==> config.mk <==
export PLATFORM = sky130hd
export DESIGN_NAME = alu_sched
export DESIGN_NICKNAME = d
export VERILOG_FILES = /design/src/rtl/alu_sched_pkg.sv /design/src/rtl/rr_arb2.sv /design/src/rtl/alu_sched.sv
export SDC_FILE = /design/constraint.sdc
export NUM_CORES = 1
export LEC_CHECK = 0
export BUFFER_PORTS_ARGS = -buffer_cell sky130_fd_sc_hd__buf_4
export CELL_PAD_IN_SITES_DETAIL_PLACEMENT = 0
export CELL_PAD_IN_SITES_GLOBAL_PLACEMENT = 1
export CORE_MARGIN = 8
export CORE_UTILIZATION = 35
export DETAILED_ROUTE_END_ITERATION = 8
export PLACE_DENSITY_LB_ADDON = 0.2
export SYNTH_ARGS = -nofsm -noshare
export SYNTH_HDL_FRONTEND = slang
export SYNTH_SLANG_ARGS = --single-unit
==> constraint.sdc <==
create_clock -name clk -period 2.9 [get_ports clk]
set_input_delay 0.58 -clock clk [delete_from_list [all_inputs] [get_ports clk]]
set_output_delay 0.58 -clock clk [all_outputs]
set_load 0.005 [all_outputs]
==> src/rtl/alu_sched_pkg.sv <==
// Shared types and encodings for the ALU scheduler.
// Latency: n/a (definitions only).
// Backpressure: n/a (definitions only).
package alu_sched_pkg;

  localparam int CNT_W = 4;

  localparam logic [2:0] OP_AND = 3'b000;
  localparam logic [2:0] OP_OR  = 3'b001;
  localparam logic [2:0] OP_ADD = 3'b010;
  localparam logic [2:0] OP_SUB = 3'b110;
  localparam logic [2:0] OP_SLT = 3'b111;

  typedef enum logic [1:0] {
    IDLE = 2'd0,
    EXEC = 2'd1,
    RESP = 2'd2
  } state_t;

  // Captured response payload, held stable while rsp_valid is high.
  typedef struct packed {
    logic [31:0] result;
    logic        cout;
    logic        zero;
    logic        ovf;
    logic        err;
  } rsp_t;

  function automatic logic op_legal(input logic [2:0] op);
    case (op)
      OP_AND, OP_OR, OP_ADD, OP_SUB, OP_SLT: op_legal = 1'b1;
      default:                               op_legal = 1'b0;
    endcase
  endfunction

endpackage

==> src/rtl/rr_arb2.sv <==
// Two-way round-robin arbiter; owns the last-granted pointer.
// Latency: grant is combinational from req; pointer updates on the accepting edge.
// Backpressure: pointer only advances when accept is high with a grant present.
module rr_arb2 (
  input  logic       clk,
  input  logic       rst_n,
  input  logic [1:0] req,
  input  logic       accept,
  output logic [1:0] gnt,
  output logic       gnt_id
);

  logic last_q, last_d;

  // Grant a lone requester outright; on contention favour the one not granted last.
  always_comb begin
    gnt    = 2'b00;
    last_d = last_q;
    case (req)
      2'b01:   gnt = 2'b01;
      2'b10:   gnt = 2'b10;
      2'b11:   gnt = last_q ? 2'b01 : 2'b10;
      default: gnt = 2'b00;
    endcase
    gnt_id = gnt[1];
    if (accept && (gnt != 2'b00)) begin
      last_d = gnt_id;
    end
  end

  // Pointer resets to 1 so requester 0 wins the first contention.
  always_ff @(posedge clk or negedge rst_n) begin
    if (!rst_n) begin
      last_q <= 1'b1;
    end else begin
      last_q <= last_d;
    end
  end

endmodule

==> src/rtl/alu_sched.sv <==
// Schedules two requesters onto one shared combinational ALU, one op in flight.
// Latency: accept on edge T -> rsp_valid from edge T+SETTLE (SETTLE legal 1..15).
// Backpressure: response held until rsp_ready; no request accepted outside IDLE.
module alu_sched
  import alu_sched_pkg::*;
#(
  parameter int SETTLE = 4
) (
  input  logic        clk,
  input  logic        rst_n,
  input  logic        req0_valid,
  output logic        req0_ready,
  input  logic [31:0] req0_a,
  input  logic [31:0] req0_b,
  input  logic [2:0]  req0_op,
  input  logic        req1_valid,
  output logic        req1_ready,
  input  logic [31:0] req1_a,
  input  logic [31:0] req1_b,
  input  logic [2:0]  req1_op,
  output logic [31:0] alu_a,
  output logic [31:0] alu_b,
  output logic [2:0]  alu_op,
  input  logic [31:0] alu_result,
  input  logic        alu_cout,
  input  logic        alu_zero,
  input  logic        alu_set,
  input  logic        alu_ovf,
  output logic        rsp_valid,
  input  logic        rsp_ready,
  output logic        rsp_id,
  output logic [31:0] rsp_result,
  output logic        rsp_cout,
  output logic        rsp_zero,
  output logic        rsp_ovf,
  output logic        rsp_err
);

  state_t           state_q, state_d;
  logic [CNT_W-1:0] cnt_q, cnt_d;
  logic [31:0]      alu_a_q, alu_a_d, alu_b_q, alu_b_d;
  logic [2:0]       alu_op_q, alu_op_d;
  logic             id_q, id_d;
  rsp_t             rsp_q, rsp_d;

  logic [1:0]       arb_req, gnt;
  logic             gnt_id, accept;

  // Requests only reach the arbiter in IDLE, so grants are zero while busy.
  assign arb_req = {req1_valid, req0_valid} & {2{state_q == IDLE}};

  rr_arb2 u_arb (
    .clk    (clk),
    .rst_n  (rst_n),
    .req    (arb_req),
    .accept (accept),
    .gnt    (gnt),
    .gnt_id (gnt_id)
  );

  // Readys are forced low while reset is asserted so nothing looks accepted during reset.
  assign req0_ready = gnt[0] & rst_n;
  assign req1_ready = gnt[1] & rst_n;

  // Next-state: accept in IDLE, count down the settle window, capture, then hold for the consumer.
  always_comb begin
    state_d  = state_q;
    cnt_d    = cnt_q;
    alu_a_d  = alu_a_q;
    alu_b_d  = alu_b_q;
    alu_op_d = alu_op_q;
    id_d     = id_q;
    rsp_d    = rsp_q;
    accept   = 1'b0;
    case (state_q)
      IDLE: begin
        if (gnt != 2'b00) begin
          accept   = 1'b1;
          alu_a_d  = gnt_id ? req1_a  : req0_a;
          alu_b_d  = gnt_id ? req1_b  : req0_b;
          alu_op_d = gnt_id ? req1_op : req0_op;
          cnt_d    = CNT_W'(SETTLE - 1);
          id_d     = gnt_id;
          state_d  = EXEC;
        end
      end
      EXEC: begin
        if (cnt_q != '0) begin
          cnt_d = cnt_q - 1'b1;
        end else begin
          state_d = RESP;
          if (!op_legal(alu_op_q)) begin
            rsp_d = '{result: 32'd0, cout: 1'b0, zero: 1'b0, ovf: 1'b0, err: 1'b1};
          end else begin
            rsp_d.result = (alu_op_q == OP_SLT) ? {31'd0, alu_set} : alu_result;
            rsp_d.cout   = alu_cout;
            rsp_d.zero   = alu_zero;
            rsp_d.ovf    = alu_ovf;
            rsp_d.err    = 1'b0;
          end
        end
      end
      RESP: begin
        if (rsp_ready) begin
          state_d = IDLE;
        end
      end
      default: state_d = IDLE;
    endcase
  end

  // State, operand and response registers; reset discards any operation in flight.
  always_ff @(posedge clk or negedge rst_n) begin
    if (!rst_n) begin
      state_q  <= IDLE;
      cnt_q    <= '0;
      alu_a_q  <= '0;
      alu_b_q  <= '0;
      alu_op_q <= '0;
      id_q     <= 1'b0;
      rsp_q    <= '0;
    end else begin
      state_q  <= state_d;
      cnt_q    <= cnt_d;
      alu_a_q  <= alu_a_d;
      alu_b_q  <= alu_b_d;
      alu_op_q <= alu_op_d;
      id_q     <= id_d;
      rsp_q    <= rsp_d;
    end
  end

  assign alu_a      = alu_a_q;
  assign alu_b      = alu_b_q;
  assign alu_op     = alu_op_q;
  assign rsp_valid  = (state_q == RESP);
  assign rsp_id     = id_q;
  assign rsp_result = rsp_q.result;
  assign rsp_cout   = rsp_q.cout;
  assign rsp_zero   = rsp_q.zero;
  assign rsp_ovf    = rsp_q.ovf;
  assign rsp_err    = rsp_q.err;

endmodule

# == Yosys cells after proc, flatten, opt, wreduce, memory -nomap -nowiden ==
# Index checks and enable logic that the tools add are counted.
# op_classes
addsub,1
n_reduce_logical,11
n_eq_ne,13
muxes,19
bitwise,4
# ops
cell,count
32-bit 2-to-1 mux,3
36-bit 2-to-1 mux,1
2-bit one-hot mux with 3 select lines,2
2-bit 2-to-1 mux,4
4-bit 2-to-1 mux,2
4-bit one-hot mux with 2 select lines,1
2-bit == test (second input constant),3
3-bit == test (second input constant),2
3-bit AND reduction,2
1-bit 2-to-1 mux,5
5-bit OR reduction,1
2-bit by 1-bit == test with 1-bit output (second input constant),2
2-bit by 1-bit inequality test with 1-bit output (second input constant),2
2-bit inequality test (second input constant),2
2-bit AND reduction,2
2-bit nonzero test,2
4-bit nonzero test,1
4-bit by 1-bit subtractor with 4-bit output (second input constant),1
3-bit by 1-bit == test with 1-bit output (second input constant),1
3-bit by 2-bit == test with 1-bit output (second input constant),1
3-bit zero test,1
3-bit 2-to-1 mux,1
1-bit AND,2
2-bit AND,1
3 further kinds,3
# word_totals
input_bits,175
output_inout_bits,107
regBits,111
elab_cells,60

# == Depth between registers and ports, before layout ==
# depth
word_depth,8
mapped_depth,7
depth_no_buf,5

# == By module ==
# A second synthesis with hierarchy kept.
# hier_totals
cells_unflattened,421
hier_area_um2,5675.4
# by_module_without_submodules
module,cells_each,n_inst,seq_area_each_um2,area_each_um2
alu_sched,414,1,2752.6,5611.6
rr_arb2,7,1,26.3,63.8

# == Worst setup path after synthesis ==
# No wires, ideal clock.
# synth_timing
path_type,input-to-output
startpoint,input port req0_valid
endpoint,output port req1_ready
slack_ns,0.767
n_path_buf,2
stages,5
t_required_ns,2.320
arrival_ns,1.553
path_cell_list,buf_2 > nor2_1 > clkbuf_1 > nor2_1 > and3_1
# synth_via
elab_chain_cells,4
word_cells_on_any_way,6
cone_classes,eq/ne (3); mux (1); bitwise (2)
# synth_rtl
element,line,text
from (decl),alu_sched.sv:11,"input logic req0_valid,"
2-bit AND (*),alu_sched.sv:50,"assign arb_req = {req1_valid, req0_valid} & {2{state_q == IDLE}};"
2-bit == test or 2-bit by 1-bit == test with 1-bit output (tied branches),rr_arb2.sv:19,case (req)
2-bit one-hot mux with 3 select lines (*),rr_arb2.sv:19,
1-bit AND (*),alu_sched.sv:63,assign req1_ready = gnt[1] & rst_n;
to (decl),alu_sched.sv:17,"output logic req1_ready,"
# Every way passes the cells marked *; elsewhere a longest branch is shown, timed or not.

# == Worst setup path in the final report ==
# layout_timing
startpoint,register state_q[0]
endpoint,output port req0_ready
# layout_via
elab_chain_cells,5
word_cells_on_any_way,7
cone_classes,eq/ne (3); mux (1); bitwise (2); reduce/logical (1)
# layout_rtl
element,line,text
from (decl),alu_sched.sv:39,"state_t state_q, state_d;"
from (signal assigned),alu_sched.sv:123,state_q <= state_d;
2-bit zero test (*),alu_sched.sv:50,
2-bit AND (*),alu_sched.sv:50,
2-bit == test or 2-bit by 1-bit == test with 1-bit output (tied branches),rr_arb2.sv:19,
2-bit one-hot mux with 3 select lines (*),rr_arb2.sv:19,
1-bit AND (*),alu_sched.sv:62,assign req0_ready = gnt[0] & rst_n;
to (decl),alu_sched.sv:12,"output logic req0_ready,"
# Marked as above.

==> reports/qor_table.md <==
| Parameter | Reported | Unit |
|---|---|---|
| Outcome | finished clean | - |
| Asr flop ratio synth | 100 | % |
| Average vias per placed instance | 5.58 | - |
| Period utilisation layout | 84.1 | % |
| Global Route Usage Sum | 20.3 | % |
| Reported leakage power | 3.81 | nW |
| Chip Height | 141 | um |
| Antenna viol nets, final | 0 | - |
| Crit path max fanout | 25 | - |
| Power per Cell Area | 974 | nW/um^2 |
| Net count of the mapped netlist | 768 | - |
| Minimum period implied by the final worst setup slack | 2.44 | ns |
| Number of hold-slack violations in the final timing report | 0 | - |
| Post-layout instance area | 7940 | um^2 |
| Setup slack at placement | 0.602 | ns |
| Wire length per cell | 20.3 | um |
| Overflow after GRT | 0 | - |
| Max-slew violations | 0 | - |
| Post-layout worst setup margin | 0.461 | ns |
| Number of fill cells | 1447 | - |
| Clock latency on the worst-skew pair | 0.35 | ns |
| TritonCTS clock tree | yes | - |
| Clock transition at the register clock pins on the worst setup and hold paths after CTS | 0.07 | ns |
| # H-tree levels | 3 | - |
| Setup repair after global routing missed its margin | false | - |
| Row Count | 45 | - |
| Number of antenna violations at the first check in global routing | 1 | - |
| Fin nets | 1006 | - |
| Arrival time worst endpoint | 1.86 | ns |
| Register area share after synthesis | 51.2 | % |
| Number of global-route vias before repair | 5838 | - |
| Rel. slew slack | 27.7 | % |
| Sequence of cells on the critical path | nor2_4 -> and3_4 -> and2_1 -> buf_4 | - |
| Dpl cell area | 7640 | um^2 |
| Worst setup SP type | flip-flop | - |
| Max Fclk | 410 | MHz |
| Yosys cell types | 34 | - |
| Maximum vdd ir drop | 0.413 | mV |
| Instance count after placement with tap cells included | 1006 | - |
| Number of post-CTS setup repair buffers | 0 | - |
| Final weighted congestion in routability-driven placement | 0.780 | - |
| Slowest library cell on the worst path | sky130_fd_sc_hd__nor2_4 | - |
| Cell chosen for the clock root | sky130_fd_sc_hd__clkbuf_16 | - |
| Number of DRC violations after detailed routing | 0 | - |
| Required time at the endpoint of the critical path | 2.32 | ns |
| Netlist area before placement | 5430 | um^2 |
| Buffer and inverter count on the worst path | 1 | - |
| Number of DRC violations after detailed-routing iteration 0 | 304 | - |
| Number of buffers created by CTS | 9 | - |
| Wire length reported by the detailed router | 20700 | um |
| Mean Syn Cell Area | 9.18 | um^2 |
| Number of buffers added on ports | 281 | - |
| # Max-Cap Violations | 0 | - |
| Primary flip-flop cell chosen by synthesis mapping | sky130_fd_sc_hd__dfrtp_1 | - |
| Initial standard-cell utilization of the core | 35.7 | % |
| Standard cell core area | 15200 | um^2 |
| Gates resized, CTS repair | 0 | - |
| Total via count in the routed design | 5700 | - |
| I/O Pins | 282 | - |
| Finish-stage setup viols | 0 | - |
| Full die area | 19700 | um^2 |
| Die width | 141 | um |
| Critical path endpoint category | primary output | - |
| Count of flip-flops with a built-in enable after synthesis | 0 | - |
| First-pass iteration count of the detailed router | 4 | - |
| First-pass GRT wire length | 32000 | um |
| Setup skew after layout | 0.00982 | ns |
| Synth-to-layout area growth | 46.3 | % |
| Cell count after synthesis | 591 | - |
| Setup Total Neg Slack | 0 | ns |
| Clock Sink Count | 111 | - |
| Crit Path Category | flip-flop to primary output | - |
| Count of inserted antenna diode cells | 0 | - |
| HPWL after detailed placement | 14400 | um |
| Share of cells above drive strength 1 | 38.2 | % |
| #FFs+latches synth | 111 | - |
| Commonest cells after routing, fill and taps aside | sky130_fd_sc_hd__buf_4, sky130_fd_sc_hd__o21ai_0, sky130_fd_sc_hd__dfrtp_1 | - |
| Synth warnings | 0 | - |
| Number of buffers on the longest clock path | 2 | - |
| CP peak stage delay | 0.52 | ns |
| Largest net degree at the start of global routing | 85 | - |
| Hold bufs inserted after CTS | 0 | - |
| Family with the most delay on the worst path | simple AND/OR/NAND/NOR gates | - |
| Worst hold margin | 0.171 | ns |
| Most common cell after layout, fill and taps aside | sky130_fd_sc_hd__buf_4 | - |
| Slew at the pin with the worst max-slew slack | 1.08 | ns |
| Final non-filler cell total | 1022 | - |
| Worst Hold Class | primary input to async pin | - |
[area by class of cell]
cell class,instances,area (um^2),area share (%)
repair buffers,293,2220,28.0
clock buffers,11,243,3.06
inverters,70,263,3.31
multi-input cells,344,2140,27.0
well taps,188,235,2.96
flip-flops and latches,111,2780,35.0
clock inverters,5,57.6,0.725
[final timing paths]
check | depth (start not counted) | start | endpoint | slack (ns)
hold / removal | 1 | rst_n | rsp_id$_DFFE_PN0P_ | 0.17
setup reg to reg | 4 | state_q[0]$_DFFE_PN0P_ | alu_b[26]$_DFFE_PN0P_ | 0.61
hold reg to reg | 1 | rsp_id$_DFFE_PN0P_ | rsp_id$_DFFE_PN0P_ | 0.50
max in group asynchronous | 2 | rst_n | alu_b[19]$_DFFE_PN0P_ | 1.91
min in group clk | 2 | alu_zero | rsp_zero$_DFFE_PN0P_ | 0.45
setup / recovery | 4 | state_q[0]$_DFFE_PN0P_ | req0_ready | 0.46
[flip-flops by register name, indices dropped and copies added, names as in the netlist, 2 cells and up]
signal	flops
cnt_q	4
alu_a	32
alu_b	32
state_q	2
alu_op	3
rsp_result	32
[synth_stat cells (2+ instances only)]
library cell / number / area [um^2]
sky130_fd_sc_hd__o311ai_1: 30 / 263
sky130_fd_sc_hd__nand2b_1: 4 / 25.0
sky130_fd_sc_hd__clkbuf_1: 56 / 210
sky130_fd_sc_hd__o21a_1: 3 / 22.5
sky130_fd_sc_hd__dfrtp_1: 110 / 2750
sky130_fd_sc_hd__and3_1: 2 / 12.5
sky130_fd_sc_hd__o21ai_0: 129 / 646
sky130_fd_sc_hd__nand3_1: 4 / 20.0
sky130_fd_sc_hd__mux2i_1: 3 / 30.0
sky130_fd_sc_hd__ha_1: 2 / 25.0
sky130_fd_sc_hd__o21ai_1: 5 / 25.0
sky130_fd_sc_hd__nand2_1: 35 / 131
sky130_fd_sc_hd__buf_6: 2 / 22.5
sky130_fd_sc_hd__a21oi_1: 3 / 15.0
sky130_fd_sc_hd__buf_2: 7 / 35.0
sky130_fd_sc_hd__o311ai_0: 37 / 324
sky130_fd_sc_hd__inv_1: 70 / 263
sky130_fd_sc_hd__nor2_1: 4 / 15.0
sky130_fd_sc_hd__a22o_1: 3 / 26.3
sky130_fd_sc_hd__nand4_1: 67 / 419
sky130_fd_sc_hd__nor2b_1: 2 / 12.5
[through the flow]
stage	util [%]	total power [mW]
floorplan	-	4.51
detailed placement	50.3	6.55
CTS	52.2	7.83
global placement	50.3	6.45
finish	52.2	7.74
global route	52.2	8.32
[report_power, final]
| group | switching (mW) | leakage, nW | internal (mW) |
|---|---|---|---|
| clock | 0.568 | 0.149 | 0.695 |
| sequential | 0.462 | 1.35 | 2.32 |
| combinational | 1.95 | 2.31 | 1.74 |
[kinds of logic (layout without fill, tap and decap cells)]
group | count (synthesis) | in the layout | share of synthesized area (%)
muxes | 4 | 4 | 0.761
buffers and inverters | 136 | 379 | 9.91
AOI/OAI and AO/OA | 213 | 213 | 24.9
and+or+nand+nor | 125 | 125 | 12.7
DFF | 111 | 111 | 51.2
adders and majority gates | 2 | 2 | 0.461
[layer usage]
layer,wire [um],track usage (%)
met1,8370,25.2
met5,9,0
met2,9750,31.5
met4,653,9.33
met3,1920,6.93
(Power assumes the default switching activity.)
